### src/rtl/pe_pkg.sv
// Shared constants, stage bundles and FSM state for the pe_acc accumulator.
// Lane geometry and adder-tree widths live here so every stage agrees on them.
package pe_pkg;

  localparam int LANES  = 32;
  localparam int PROD_W = 32;
  localparam int PART_W = 35;
  localparam int TREE_W = 37;

  typedef enum logic {
    IDLE = 1'b0,
    ACC  = 1'b1
  } state_t;

  typedef struct packed {
    logic                   valid;
    logic                   last;
    logic [3:0][PART_W-1:0] p;
  } s1_t;

  typedef struct packed {
    logic              valid;
    logic              last;
    logic [TREE_W-1:0] sum;
  } s2_t;

endpackage

### src/rtl/pe_add8.sv
// Combinational signed adder over 8 int32 lanes.
// Each lane is sign-extended to the partial width before summing.
module pe_add8
  import pe_pkg::*;
(
  input  logic [8*PROD_W-1:0] lanes,
  output logic [PART_W-1:0]   sum
);

  // sum eight sign-extended products
  always_comb begin
    sum = '0;
    for (int i = 0; i < 8; i++) begin
      sum = sum + {{(PART_W-PROD_W){lanes[PROD_W*i+PROD_W-1]}},
                   lanes[PROD_W*i +: PROD_W]};
    end
  end

endmodule

### src/rtl/pe_acc.sv
// 3-stage dot-product accumulator: 32-lane tree, then ACC_W accumulator.
// Define PE_ACC_SAT_EN to clamp out_data to the int32 range.
module pe_acc
  import pe_pkg::*;
#(
  parameter int ACC_W = 48
) (
  input  logic                    clk,
  input  logic                    rst_n,
  input  logic                    in_valid,
  output logic                    in_ready,
  input  logic [LANES*PROD_W-1:0] in_data,
  input  logic                    in_last,
  output logic                    out_valid,
  input  logic                    out_ready,
  output logic [31:0]             out_data,
  output logic [7:0]              out_beats
);

  logic                   adv;
  logic [3:0][PART_W-1:0] part;
  logic [TREE_W-1:0]      tree;
  logic [ACC_W-1:0]       base;
  logic [ACC_W-1:0]       total;
  logic [7:0]             cnt_inc;
  logic [31:0]            res;

  s1_t              s1_q, s1_d;
  s2_t              s2_q, s2_d;
  state_t           state_q, state_d;
  logic [ACC_W-1:0] acc_q, acc_d;
  logic [7:0]       cnt_q, cnt_d;
  logic             ov_q, ov_d;
  logic [31:0]      od_q, od_d;
  logic [7:0]       ob_q, ob_d;

  assign adv       = !(ov_q && !out_ready);
  assign in_ready  = adv;
  assign out_valid = ov_q;
  assign out_data  = od_q;
  assign out_beats = ob_q;

  for (genvar g = 0; g < 4; g++) begin : g_add
    pe_add8 u_add (
      .lanes(in_data[8*PROD_W*g +: 8*PROD_W]),
      .sum  (part[g])
    );
  end

  // S1/S2 pipeline registers advance together on adv
  always_comb begin
    s1_d = s1_q;
    s2_d = s2_q;
    tree = '0;
    for (int k = 0; k < 4; k++) begin
      tree = tree + {{(TREE_W-PART_W){s1_q.p[k][PART_W-1]}},
                     s1_q.p[k]};
    end
    if (adv) begin
      s1_d.valid = in_valid;
      s1_d.last  = in_last;
      s1_d.p     = part;
      s2_d.valid = s1_q.valid;
      s2_d.last  = s1_q.last;
      s2_d.sum   = tree;
    end
  end

  // accumulate S2 sum; a last beat emits the result and restarts
  always_comb begin
    base    = (state_q == ACC) ? acc_q : '0;
    total   = base + {{(ACC_W-TREE_W){s2_q.sum[TREE_W-1]}},
                      s2_q.sum};
    cnt_inc = (cnt_q == 8'hFF) ? 8'hFF : cnt_q + 8'd1;
`ifdef PE_ACC_SAT_EN
    if (&total[ACC_W-1:31] || ~|total[ACC_W-1:31])
      res = total[31:0];
    else if (total[ACC_W-1])
      res = 32'h8000_0000;
    else
      res = 32'h7FFF_FFFF;
`else
    res = total[31:0];
`endif
    state_d = state_q;
    acc_d   = acc_q;
    cnt_d   = cnt_q;
    ov_d    = ov_q;
    od_d    = od_q;
    ob_d    = ob_q;
    if (adv) begin
      ov_d = 1'b0;
      if (s2_q.valid) begin
        if (s2_q.last) begin
          ov_d    = 1'b1;
          od_d    = res;
          ob_d    = cnt_inc;
          acc_d   = '0;
          cnt_d   = '0;
          state_d = IDLE;
        end else begin
          acc_d   = total;
          cnt_d   = cnt_inc;
          state_d = ACC;
        end
      end
    end
  end

  // state registers, async active-low reset
  always_ff @(posedge clk or negedge rst_n) begin
    if (!rst_n) begin
      s1_q    <= '0;
      s2_q    <= '0;
      state_q <= IDLE;
      acc_q   <= '0;
      cnt_q   <= '0;
      ov_q    <= 1'b0;
      od_q    <= '0;
      ob_q    <= '0;
    end else begin
      s1_q    <= s1_d;
      s2_q    <= s2_d;
      state_q <= state_d;
      acc_q   <= acc_d;
      cnt_q   <= cnt_d;
      ov_q    <= ov_d;
      od_q    <= od_d;
      ob_q    <= ob_d;
    end
  end

endmodule

### config.mk
export PLATFORM = sky130hd
export DESIGN_NAME = pe_acc
export DESIGN_NICKNAME = d
export VERILOG_FILES = /design/src/rtl/pe_pkg.sv /design/src/rtl/pe_add8.sv /design/src/rtl/pe_acc.sv
export SDC_FILE = /design/constraint.sdc
export NUM_CORES = 2
export LEC_CHECK = 0
export ABC_AREA = 0
export CORE_AREA = 3 3 414 416
export CTS_BUF_LIST = sky130_fd_sc_hd__clkbuf_8
export DETAILED_ROUTE_END_ITERATION = 16
export DIE_AREA = 0 0 417 419
export PLACE_DENSITY = 0.44
export SLEW_MARGIN = 20
export SYNTH_ARGS = -nofsm -noshare
export SYNTH_HDL_FRONTEND = slang
export SYNTH_SLANG_ARGS = --single-unit
### constraint.sdc
create_clock -name clk -period 10.2 [get_ports clk]
set_input_delay 1.02 -clock clk [delete_from_list [all_inputs] [get_ports clk]]
set_output_delay 1.02 -clock clk [all_outputs]
set_load 0.1 [all_outputs]
== Yosys cells after proc, flatten, opt, wreduce, memory -nomap -nowiden ==
Index checks and enable logic that the tools add are counted.

* Add/sub/neg operators: 33
* Eq/ne operators: 1
* Multiplexer cells: 7
* Bitwise operators: 1
* Reduce and logical (&&, ||, !) cells: 5

{| class="wikitable"
|+ Operators by type and width
! kind !! number
|-
| $add A35 B35 Y35 || 24
|-
| $add A32 B32 Y33 || 4
|-
| $mux W48 || 2
|-
| $add A48 B48 Y48 || 1
|-
| $add A36 B35 Y37 || 1
|-
| $add A37 B37 Y37 || 1
|-
| $add A35 B35 Y36 || 1
|-
| $mux W8 || 2
|-
| $add A8 B1 Y8 const B || 1
|-
| $eq A8 B8 Y1 const B || 1
|-
| $mux W1 || 3
|-
| $reduce_and A3 Y1 || 1
|-
| $logic_not A1 Y1 || 2
|-
| $reduce_and A2 Y1 || 1
|-
| $logic_and A1 B1 Y1 || 1
|-
| $not A1 Y1 || 1
|}

* Flip-flop bits (word level): 279
* Input port bits: 1029
* Word-level logic and storage cells: 62

== Logic depth before layout (Yosys ltp) ==
* Depth in word-level cells: 7
* Mapped depth: 25

== By module ==
From an unflattened synthesis, not the netlist that was laid out.

* Cells, all modules: 5092
* Area total of the unflattened synthesis: 45214.6 sq um

{| class="wikitable"
|+ By module, submodules not included
! module !! times used !! cells an instance !! area an instance (sq um) !! sequential area each (sq um)
|-
| pe_acc || 1 || 1557 || 14456.4 || 6155.9
|-
| pe_add8 (g_add[0].u_add) || 1 || 923 || 7877.6 || 0.0
|-
| pe_add8 (g_add[2].u_add) || 1 || 899 || 7766.2 || 0.0
|-
| pe_add8 (g_add[1].u_add) || 1 || 854 || 7567.3 || 0.0
|-
| pe_add8 (g_add[3].u_add) || 1 || 859 || 7547.2 || 0.0
|}

== Worst setup path after synthesis ==
No wires, ideal clock.

* Kind: input-to-reg
* Start: in in_data[512]
* End: reg s1_q[101] (netlist name)
* Setup time: 125 ps
* Data arrival time: 5985 ps
* Required time: 10075 ps
* Slack: 4091 ps
* Stages on the path: 23
* Path buffers: 0
* Cell sequence: ha_1 > fa_1 > a21o_1 > a21oi_1 > o211ai_1 > a21o_1 > a21o_1 > a21oi_1 > o21bai_1 > a41oi_1 > o21ai_0 > xnor2_1 > fa_1 > inv_1 > ha_1 > a21o_1 > a21oi_1 > o21ai_0 > a221o_1 > a41o_1 > a21oi_1 > xnor3_1 > mux2_2

* Word-level cells in the longest chain between the ends: 7

{| class="wikitable"
|+ Ends and longest elaborated chain
! element !! RTL line !! text
|-
| start: declaration || pe_acc.sv:12 || <nowiki>input logic [LANES*PROD_W-1:0] in_data,</nowiki>
|-
| $add A32 B32 Y33 || pe_add8.sv:14 || <nowiki>sum = sum + {{(PART_W-PROD_W){lanes[PROD_W*i+PROD_W-1]}},</nowiki>
|-
| $add A35 B35 Y35 (6 in a row) || pe_add8.sv:14 ||
|-
| end signal: assignment || pe_acc.sv:113 || <nowiki>s1_q <= '0;</nowiki>
|-
| end signal: assignment || pe_acc.sv:122 || <nowiki>s1_q <= s1_d;</nowiki>
|-
| end: declaration || pe_acc.sv:28 || <nowiki>s1_t s1_q, s1_d;</nowiki>
|}

Every way passes these cells.
A chain may end at the register's enable or synchronous reset.

== Final worst setup path ==
Ends and elaborated chain as after synthesis.

==> summary.md <==
| Metric | Value |
|---|---|
| Syn avg cell area | about 8.8 um2 |
| Num rows | 150 |
| DRT Pass-1 Iters | 5 |
| Post-synthesis cell type count | 80 |
| Overall Global Routing Usage | 0.189 |
| Antenna Violating Nets Remaining | 0 |
| Die ar. | ~170000 um2 |
| WP data arrival | about 7.3 ns |
| EDFF count, synth | 0 |
| Grt total ovfl | 0 |
| Slew @ Worst Pin | about 1.1 ns |
| Setup crit start kind | input port |
| Chip Width | between 400 and 500 um |
| Mapped Nets | roughly 6800 |
| CP Data Required Time | about 11 ns |
| Die Ht | 419 um |
| Final hold violation count | 0 |
| CTS resizes | 0 |
| Power density cells | between 300 and 400 nW/um2 |
| DRT iter0 DRCs | 1648 |
| Reg2reg end | s2_q[31] |
| Cell family with most CP delay | compound AO/OA/AOI/OAI gates |
| Crit path kind | input port to flop |
| Predominant post-synthesis flop cell | dfrtp_1 |
| # IOs | about 1100 |
| Status | finished clean |
| Initial antenna violation count | 49 |
| Final WL | about 170 mm |
| Setup TNS | 0 ns |
| Drt wl/cell | 20.9 um |
| DRC viols | 0 |
| Reg clk slew, reported paths | about 0.08 ns |
| Share of cells above drive strength 1 | 0.0218 |
| Total CTS buffers | between 40 and 50 |
| Pleak | ~27 nW |
| RSZ-0062 raised after global routing | no |
| CTS Sinks | 246 |
| Reg2reg setup slack | about 5.4 ns |
| Vias in the first global route | 37224 |
| Worst vdd ir | 0.309 mV |
| Synth area leader | fa_1 |
| Initial Util | 0.249 |
| Final Slew Violations | 0 |
| Critical Path, Cell by Cell | clkdlybuf4s50_1, ha_1, fa_1, a21o_1, a21oi_1, o211ai_1, a21o_1, a21o_1, a21oi_1, o21bai_1, a41oi_1, o21ai_0, xnor2_1, fa_1, inv_1, ha_1, a21o_1, a21oi_1, o21ai_0, a221o_1, a41o_1, a21oi_1, xnor3_1, mux2_2 |
| Buf/Inv on CP | 2 |
| Commonest non-fill, non-tap cell in the layout | inv_1 |
| Vias per std cell | ~4.4 |
| Slew Limit Headroom | 0.276 |
| Skew final | ~0.026 ns |
| # hold bufs at CTS | 0 |
| Post-synthesis register bit count | around 250 |
| Most frequent cells in the layout | inv_1, clkdlybuf4s50_1, fa_1 |
| First-pass GRT wire length | around 240 mm |
| Pwr Total | ~22 mW |
| GP Congestion | slightly above 0.9 |
| Yosys top cell area share | 0.323 |
| Core box area | 168000 um2 |
| Max Cap Violations | 0 |
| Largest net degree at the start of global routing | 95 |
| Setup violators final | 0 |
| Final period utilization | 0.661 |
| CTS tree | done |
| YS warnings | 0 |
| Cells after Synth | ~4700 |
| Root Buffer | clkbuf_8 |
| Mapped Area | about 42000 um2 |
| RR Startpoint | s1_q[71] |
| CP max FO | 4 |
| Htree depth | 2 |
| F_max | between 0.1 and 0.15 GHz |
| Min Tclk post-route | 6.74 ns |
| Nets | between 7000 and 8000 |
| Clk_lat worst skew | roughly 0.63 ns |
| FFs w/ async S/R, synth | 1.00 |
| DR vias | between 30000 and 40000 |
| Post-CTS Setup Bufs | 0 |
| IO buf count | 1070 |
| Hold/Removal Path Class | input port to asynchronous set/reset pin |
| Top post-synthesis cells by area | fa_1, dfrtp_1, inv_1 |
| CP endpoint kind | flop |
| Area grow syn2layout | 33.9% |
| Sequential-to-total area share from yosys stat | 0.147 |
| HPWL Detailed | ~150 mm |
| Clk buf depth | 3 |
| Slowest stage delay, CP | around 0.55 ns |
| Worst R2R Path Depth | 15 |
| Slowest cell on crit path | fa_1 |
-- metrics by stage --
stage / utilization / std cells / hold slack, ns / instance area [um2] / setup WS (ns)
floorplan: - / 4739 / 0.430 / 41800 / 4.09
global placement: 0.329 / 7956 / 0.450 / 55100 / 2.86
detailed placement: 0.329 / 7956 / 0.452 / 55100 / 2.81
CTS: 0.334 / 8033 / 0.297 / 55900 / 3.52
global route: 0.334 / 8051 / 0.334 / 56000 / 2.99
finish: 0.334 / 8054 / 0.335 / 56000 / 3.46
-- area by class of cell --
type,instances,area (um2)
sequential,246,6160
clock inverter,29,166
inverter,1257,4720
timing repair buffer,1082,10800
tap,2204,2760
fill,17632,112000
antenna,21,52.6
clock buffer,48,661
multi-input combinational,3167,30700
-- kinds of logic (layout without fill, tap and decap cells) --
family | count (synthesis) | in the layout | share of synthesized area
AOI/OAI and AO/OA | 998 | 998 | 0.151
xor gates and xnor gates | 317 | 317 | 0.0671
adders and majority gates | 994 | 994 | 0.419
buffers and inverters | 1326 | 2416 | 0.120
DFF | 246 | 246 | 0.147
muxes | 7 | 7 | 0.00183
other | 0 | 21 | 0
and+or+nand+nor | 851 | 851 | 0.0941
-- layer usage --
metal  global-route usage  vias to the layer above  wire length (um)
li1                     -                    17015                 -
met5                    0                        -                65
met2                0.347                      796             88300
met3               0.0298                      142              7680
met1                0.233                    17176             69200
met4               0.0376                       10              2820
-- sequential cells by signal, indices dropped and copies added, names as in the netlist --
signal     cells
cnt_q          8
state_q        1
out_valid      1
acc_q         32
s1_q         130
s2_q          34
out_data      32
out_beats      8
-- how the worst max path moves through the flow --
stage	from	cells past startpoint	end
2_1_floorplan	in_data[512]	23	s1_q[101]
3_3_place_gp	in_data[512]	24	s1_q[101]
3_5_place_dp	in_data[512]	24	s1_q[101]
4_1_cts	in_data[0]	23	s1_q[25]
5_1_grt	in_data[0]	23	s1_q[25]
6_report	in_data[512]	24	s1_q[101]
-- worst register-to-register path: cells and delay by family, from the launching register on --
kind / cells / cell delay, ns
xor gates and xnor gates: 1 / 0.43
adders and majority gates: 4 / 1.62
and+or+nand+nor: 2 / 0.28
DFF: 1 / 0.51
buffers and inverters: 1 / 0.07
AOI/OAI and AO/OA: 7 / 1.79
-- Yosys cell counts (41+ instances only) --
library cell and count:
clkbuf_1 62, xnor2_1 187, a21oi_1 318, nor2_1 187, dfrtp_1 246, o21ai_0 213
inv_1 1256, fa_1 675, nand2_1 348, xor2_1 128, o21bai_1 41, nand3_1 53
a21o_1 138, and2_1 41, o21a_1 42, nand2b_1 45, ha_1 319
-- power breakdown --
part | internal, mW | total (mW) | leakage, nW | switching [mW]
registers | 1.69 | 2.27 | 2.95 | 0.582
clock network | 0.462 | 0.933 | 0.494 | 0.472
logic | 7.78 | 18.5 | 23.8 | 10.7
total | 9.93 | 21.7 | 27.2 | 11.7
(Power assumes the default switching activity.)
